`src/rtl/move_merge_if.sv`:
```
// rtl/move_merge_if.sv - player-in / board-out handshake bundle for move_merge
interface move_merge_if #(
  parameter int WIDTH = 4
);
  logic             in0_valid;
  logic [WIDTH-1:0] in0_data;
  logic             in0_ready;
  logic             in1_valid;
  logic [WIDTH-1:0] in1_data;
  logic             in1_ready;
  logic             out_valid;
  logic [WIDTH-1:0] out_data;
  logic             out_src;
  logic             out_ready;

  // slave: the arbiter's view; master: the players plus board side driving it
  modport slave (
    input  in0_valid, in0_data, in1_valid, in1_data, out_ready,
    output in0_ready, in1_ready, out_valid, out_data, out_src
  );

  modport master (
    output in0_valid, in0_data, in1_valid, in1_data, out_ready,
    input  in0_ready, in1_ready, out_valid, out_data, out_src
  );
endinterface

```
`src/rtl/move_merge.sv`:
```
// rtl/move_merge.sv - two-player turn arbiter merging moves onto one registered stream
module move_merge #(
  parameter int WIDTH     = 4,
  parameter int MAX_MOVES = 9,
  parameter int STRICT    = 1
) (
  input  logic        clk,
  input  logic        rst,
  input  logic        new_game,
  move_merge_if.slave bus,
  output logic        turn,
  output logic [3:0]  move_cnt,
  output logic        full,
  output logic        wrong_turn
);

  localparam logic [3:0] MAX_CNT = 4'(MAX_MOVES);

  logic             out_valid_q, out_valid_d;
  logic [WIDTH-1:0] out_data_q, out_data_d;
  logic             out_src_q, out_src_d;
  logic             turn_q, turn_d;
  logic [3:0]       move_cnt_q, move_cnt_d;
  logic             full_q, full_d;
  logic             wrong_turn_q, wrong_turn_d;

  logic can_load, gate, in0_ready, in1_ready, acc0, acc1;

  always_comb begin
    can_load  = ~out_valid_q | bus.out_ready;
    gate      = can_load & ~full_q & ~new_game & ~rst;
    in0_ready = 1'b0;
    in1_ready = 1'b0;
    if (STRICT != 0) begin
      in0_ready = gate & ~turn_q;
      in1_ready = gate & turn_q;
    end else begin
      // turn only breaks ties; a lone requester is served regardless of turn
      in0_ready = gate & (~turn_q | ~bus.in1_valid);
      in1_ready = gate & (turn_q | ~bus.in0_valid);
    end
    acc0 = bus.in0_valid & in0_ready;
    acc1 = bus.in1_valid & in1_ready;
  end

  always_comb begin
    out_valid_d  = out_valid_q;
    out_data_d   = out_data_q;
    out_src_d    = out_src_q;
    turn_d       = turn_q;
    move_cnt_d   = move_cnt_q;
    full_d       = full_q;
    wrong_turn_d = 1'b0;

    if (out_valid_q & bus.out_ready) begin
      out_valid_d = 1'b0;
    end
    if (acc0 | acc1) begin
      out_valid_d = 1'b1;
      out_data_d  = acc1 ? bus.in1_data : bus.in0_data;
      out_src_d   = acc1;
      turn_d      = ~acc1;
      move_cnt_d  = move_cnt_q + 4'd1;
      full_d      = (move_cnt_q + 4'd1) == MAX_CNT;
    end
    if (STRICT != 0) begin
      wrong_turn_d = turn_q ? bus.in0_valid : bus.in1_valid;
    end
    // new_game discards any pending move but keeps the last payload bits
    if (new_game) begin
      out_valid_d  = 1'b0;
      turn_d       = 1'b0;
      move_cnt_d   = 4'd0;
      full_d       = 1'b0;
      wrong_turn_d = 1'b0;
    end
  end

  always_ff @(posedge clk) begin
    if (rst) begin
      out_valid_q  <= 1'b0;
      out_data_q   <= '0;
      out_src_q    <= 1'b0;
      turn_q       <= 1'b0;
      move_cnt_q   <= 4'd0;
      full_q       <= 1'b0;
      wrong_turn_q <= 1'b0;
    end else begin
      out_valid_q  <= out_valid_d;
      out_data_q   <= out_data_d;
      out_src_q    <= out_src_d;
      turn_q       <= turn_d;
      move_cnt_q   <= move_cnt_d;
      full_q       <= full_d;
      wrong_turn_q <= wrong_turn_d;
    end
  end

  assign bus.in0_ready = in0_ready;
  assign bus.in1_ready = in1_ready;
  assign bus.out_valid = out_valid_q;
  assign bus.out_data  = out_data_q;
  assign bus.out_src   = out_src_q;
  assign turn          = turn_q;
  assign move_cnt      = move_cnt_q;
  assign full          = full_q;
  assign wrong_turn    = wrong_turn_q;

endmodule
```
`src/flat_wrapper.sv`:
```
// flat-port wrapper written by rule: the top's interface ports become plain ports
module move_merge_flat 
#(
  parameter int WIDTH     = 4,
  parameter int MAX_MOVES = 9,
  parameter int STRICT    = 1
)
  (clk, rst, new_game, turn, move_cnt, full, wrong_turn, bus_in0_valid, bus_in0_data, bus_in1_valid, bus_in1_data, bus_out_ready, bus_in0_ready, bus_in1_ready, bus_out_valid, bus_out_data, bus_out_src);
  move_merge_if #(.WIDTH(WIDTH)) bus_i ();
  input  logic clk;
  input  logic rst;
  input  logic new_game;
  output logic turn;
  output logic [3:0] move_cnt;
  output logic full;
  output logic wrong_turn;
  input wire logic [$bits(bus_i.in0_valid)-1:0] bus_in0_valid;
  input wire logic [$bits(bus_i.in0_data)-1:0] bus_in0_data;
  input wire logic [$bits(bus_i.in1_valid)-1:0] bus_in1_valid;
  input wire logic [$bits(bus_i.in1_data)-1:0] bus_in1_data;
  input wire logic [$bits(bus_i.out_ready)-1:0] bus_out_ready;
  output wire logic [$bits(bus_i.in0_ready)-1:0] bus_in0_ready;
  output wire logic [$bits(bus_i.in1_ready)-1:0] bus_in1_ready;
  output wire logic [$bits(bus_i.out_valid)-1:0] bus_out_valid;
  output wire logic [$bits(bus_i.out_data)-1:0] bus_out_data;
  output wire logic [$bits(bus_i.out_src)-1:0] bus_out_src;
  assign bus_i.in0_valid = bus_in0_valid;
  assign bus_i.in0_data = bus_in0_data;
  assign bus_i.in1_valid = bus_in1_valid;
  assign bus_i.in1_data = bus_in1_data;
  assign bus_i.out_ready = bus_out_ready;
  assign bus_in0_ready = bus_i.in0_ready;
  assign bus_in1_ready = bus_i.in1_ready;
  assign bus_out_valid = bus_i.out_valid;
  assign bus_out_data = bus_i.out_data;
  assign bus_out_src = bus_i.out_src;
  move_merge #(.WIDTH(WIDTH), .MAX_MOVES(MAX_MOVES), .STRICT(STRICT)) u_core (.clk(clk), .rst(rst), .new_game(new_game), .bus(bus_i), .turn(turn), .move_cnt(move_cnt), .full(full), .wrong_turn(wrong_turn));
endmodule
```
`config.mk`:
```
export PLATFORM = sky130hd
export DESIGN_NAME = move_merge_flat
export DESIGN_NICKNAME = d
export VERILOG_FILES = /design/src/rtl/move_merge_if.sv /design/src/rtl/move_merge.sv /design/src/flat_wrapper.sv
export SDC_FILE = /design/constraint.sdc
export NUM_CORES = 1
export LEC_CHECK = 0
export ABC_CLOCK_PERIOD_IN_PS = 1900
export CAP_MARGIN = 20
export CORE_UTILIZATION = 35
export CTS_CLUSTER_SIZE = 20
export DETAILED_ROUTE_END_ITERATION = 10
export GPL_TIMING_DRIVEN = 0
export PLACE_DENSITY_LB_ADDON = 0.12
export SYNTH_ARGS = -nofsm -noshare
export SYNTH_HDL_FRONTEND = slang
export SYNTH_SLANG_ARGS = --single-unit
```
`constraint.sdc`:
```
create_clock -name clk -period 1.9 [get_ports clk]
set_clock_uncertainty 0.2 [all_clocks]
set_input_delay 0.38 -clock clk [delete_from_list [all_inputs] [get_ports clk]]
set_output_delay 0.38 -clock clk [all_outputs]
set_load 0.005 [all_outputs]
```
==> results.ini <==
[route]
firstDrtPassIters=7
post_drt_wl_per_cell_um=12.2
ant_nets=0
routed_via_density=5.12
post-route-drc-count=2
drt_iter0_markers=10
wirelength_um=1460
dr_total_vias=614

[timing]
final_hold_viol_count=0
timing.final.crit_share=1.01
timing.final.ws_setup_ps=-9.55
grt_setup_unrepaired=true
min_period_ps=1910
worst_slew_pin_slew_ps=500
relSlewSlack=0.664
max_freq_mhz=524
slew_viol_final=0
finalSetupViolCount=1

[clock_tree]
htree_levels=1
cts_tree=built
cts_sinks=13
cts_root_buffer=clkbuf_4
cts.clk_slew.worst_paths_ps=80
cts_buffer_depth=2
cts_buffers=3
clk_latency_ps=280
postCtsHoldBufs=0

[layout]
nNetsFinal=121
num_antenna_cells=0
final_cell_mix=22 x clkdlybuf4s50_1, 12 x dfxtp_1, 8 x nand2_1, 8 x nor2_1, 7 x a21oi_1
post-route-util=0.621
syn_to_final_growth_pct=60.1
fin_cells=120
drive_gt1_frac=0.192
seq_area_um2=262
multi_input_area_um2=369
final_common_cell=clkdlybuf4s50_1
fill_cells=135

[placement]
dp_cells=117
place.gp.congestion=0.688
port_buffers=28
hpwl_um=1010

[synth]
avgSynthCellArea_um2=8.38
yosys-top-cells-area=dfxtp_1 43%, mux2i_1 8.2%, a21oi_1 6.5%, a22oi_1 4.9%, nand2_1 4.9%
yosys.area_share.adder=0.0409
syn_area_um2=612
synth.area.mux_share=0.0818
synth_fp_nets=89
synth_compound_area_frac=0.139
yosysSeqAreaShare=0.425
synth-seq-cells=13
yosys_warnings=0
synth_top_area_frac=0.425
synth_cells=73
yosysTopAreaCell=dfxtp_1
synth_xor_area_frac=0.0143
yosysUniqueCellTypes=24
synth_top_family_by_area=simple AND/OR/NAND/NOR gates
synth_simple_gate_area_frac=0.252

[grt]
grtUsageTotal=0.171
grt_overflow_total=0
grt_max_degree=9
grt_pass1_vias=558
grt_pass1_wl_um=2400
grt_antenna_before_repair=0

[power_and_ir_drop]
leakage_nw=0.367
peakVddDrop_v=0.000324
power_density_nw_per_um2=543

[floorplanning]
io_pins=29
die_h_um=43.8
chipWidth_um=43.8
core_area_um2=1580
start_util=0.388
rows=14
dieArea_um2=1920

[worst_setup_path]
cp_slowest_cell=clkdlybuf4s50_1
startpoint_type=input pin
cp-endpoint=u_core.move_cnt[3]$_SDFFE_PP0P_
slowest_delay_ps=530
regToRegSetupSlack_ps=30
cp_data_required_time_ps=1910
crit_start=bus_in0_valid
path_class=input pin to register
crit_chain=clkdlybuf4s50_1 -> mux2i_1 -> or3_4 -> or3_1 -> a21oi_2
worstPathArrival_ps=1920
rr_endpoint=u_core.move_cnt[3]$_SDFFE_PP0P_
r2r_cells=4
cp_max_fo=7
r2r-start=u_core.full$_SDFFE_PP0P_
critPathCaptureType=register

[flow_run]
drv_cap=0

[run_status]
status=finished with violations
violations=design-rule violations, negative setup slack

[min_path]
holdCritPathClass=input pin to register

[final cells by class]
cell class / count / share of cell area
buffer: 2 / 0.00894
clock buffer: 4 / 0.0268
inverter: 2 / 0.00766
multi-input combinational: 53 / 0.377
sequential: 13 / 0.267
tap: 16 / 0.0204
timing repair buffer: 30 / 0.292
[kinds of logic (layout without fill, tap and decap cells)]
kind of cell    after synthesis  after routing
fa+ha+maj                     2              2
compound gates               14             14
mux                           5              5
simple gates                 31             31
flops                        13             13
buf+inv                       7             38
xor+xnor                      1              1
[through the flow]
stage / hold slack [ps] / power, mW / setup slack (ps) / TNS, ps / cell area, um2
detailed placement: 250 / 0.362 / -806 / -8350 / 927
floorplan: 247 / 0.314 / -87.3 / -87.3 / 627
CTS: 150 / 0.535 / -4.39 / -4.39 / 955
global placement: 244 / 0.362 / -815 / -8530 / 927
global route: 168 / 0.558 / -76.7 / -173 / 980
finish: 154 / 0.532 / -9.55 / -9.55 / 980
[how the worst min path moves through the flow]
stage	end	from	cells after the start
floorplan	u_core.bus.out_data[0]$_SDFFE_PP0P_	u_core.bus.out_data[0]$_SDFFE_PP0P_	2
global placement	u_core.bus.out_data[1]$_SDFFE_PP0P_	u_core.bus.out_data[1]$_SDFFE_PP0P_	2
detailed placement	u_core.bus.out_data[3]$_SDFFE_PP0P_	u_core.bus.out_data[3]$_SDFFE_PP0P_	2
CTS	u_core.bus.out_src$_SDFFE_PP0P_	rst	2
global route	u_core.bus.out_src$_SDFFE_PP0P_	rst	2
finish	u_core.bus.out_src$_SDFFE_PP0P_	rst	2
[cells in the mapped netlist]
cell,number
dfxtp_1,13
a21oi_1,8
nand2_1,8
nor2_1,8
mux2i_1,5
a22oi_1,4
clkbuf_1,3
nor3_1,3
or3_1,3
clkbuf_2,2
ha_1,2
inv_1,2
a32o_1,1
and2_1,1
nand2b_1,1
nand3_1,1
nand4_1,1
nor2b_1,1
nor3b_1,1
nor4b_1,1
o21ai_0,1
or2_2,1
or3_2,1
xnor2_1,1
[where the power goes]
group	total, mW	internal (mW)	leakage [nW]	switching [mW]
registers	0.280	0.278	0.106	0.00281
clock network	0.175	0.0814	0.0150	0.0936
logic	0.0765	0.0470	0.247	0.0295
[routing by layer]
layer  vias up  routed length [um]  part of all wire  track usage
met4         0                  20             0.014        0.113
met3         4                  92             0.063       0.0333
met5         -                   0                 0            0
met2        20                 659              0.45        0.266
li1        315                   -                 -            -
met1       275                 686              0.47        0.212
[worst max-delay path, delay by kind of cell]
family	cells	cell delay, ps
and+or+nand+nor	2	760
buffers and inverters	1	530
AOI/OAI and AO/OA	1	140
muxes	1	100
[sequential cells by signal, summed over array words and instances, names as in the netlist]
| signal | count |
|---|---|
| u_core.turn | 1 |
| u_core.full | 1 |
| u_core.move_cnt | 4 |
| u_core.wrong_turn | 1 |
| u_core.bus.out_src | 1 |
| u_core.bus.out_valid | 1 |
| u_core.bus.out_data | 4 |
[what timing repair did]
action                                  in CTS  in global routing
endpoints found under the setup margin      14                  7
gates resized for setup                     23                  4
gates cloned                                 0                  0
pin swaps                                    4                  2
setup buffers                                1                  1
Note: power is estimated with default switching activity, not from simulation.
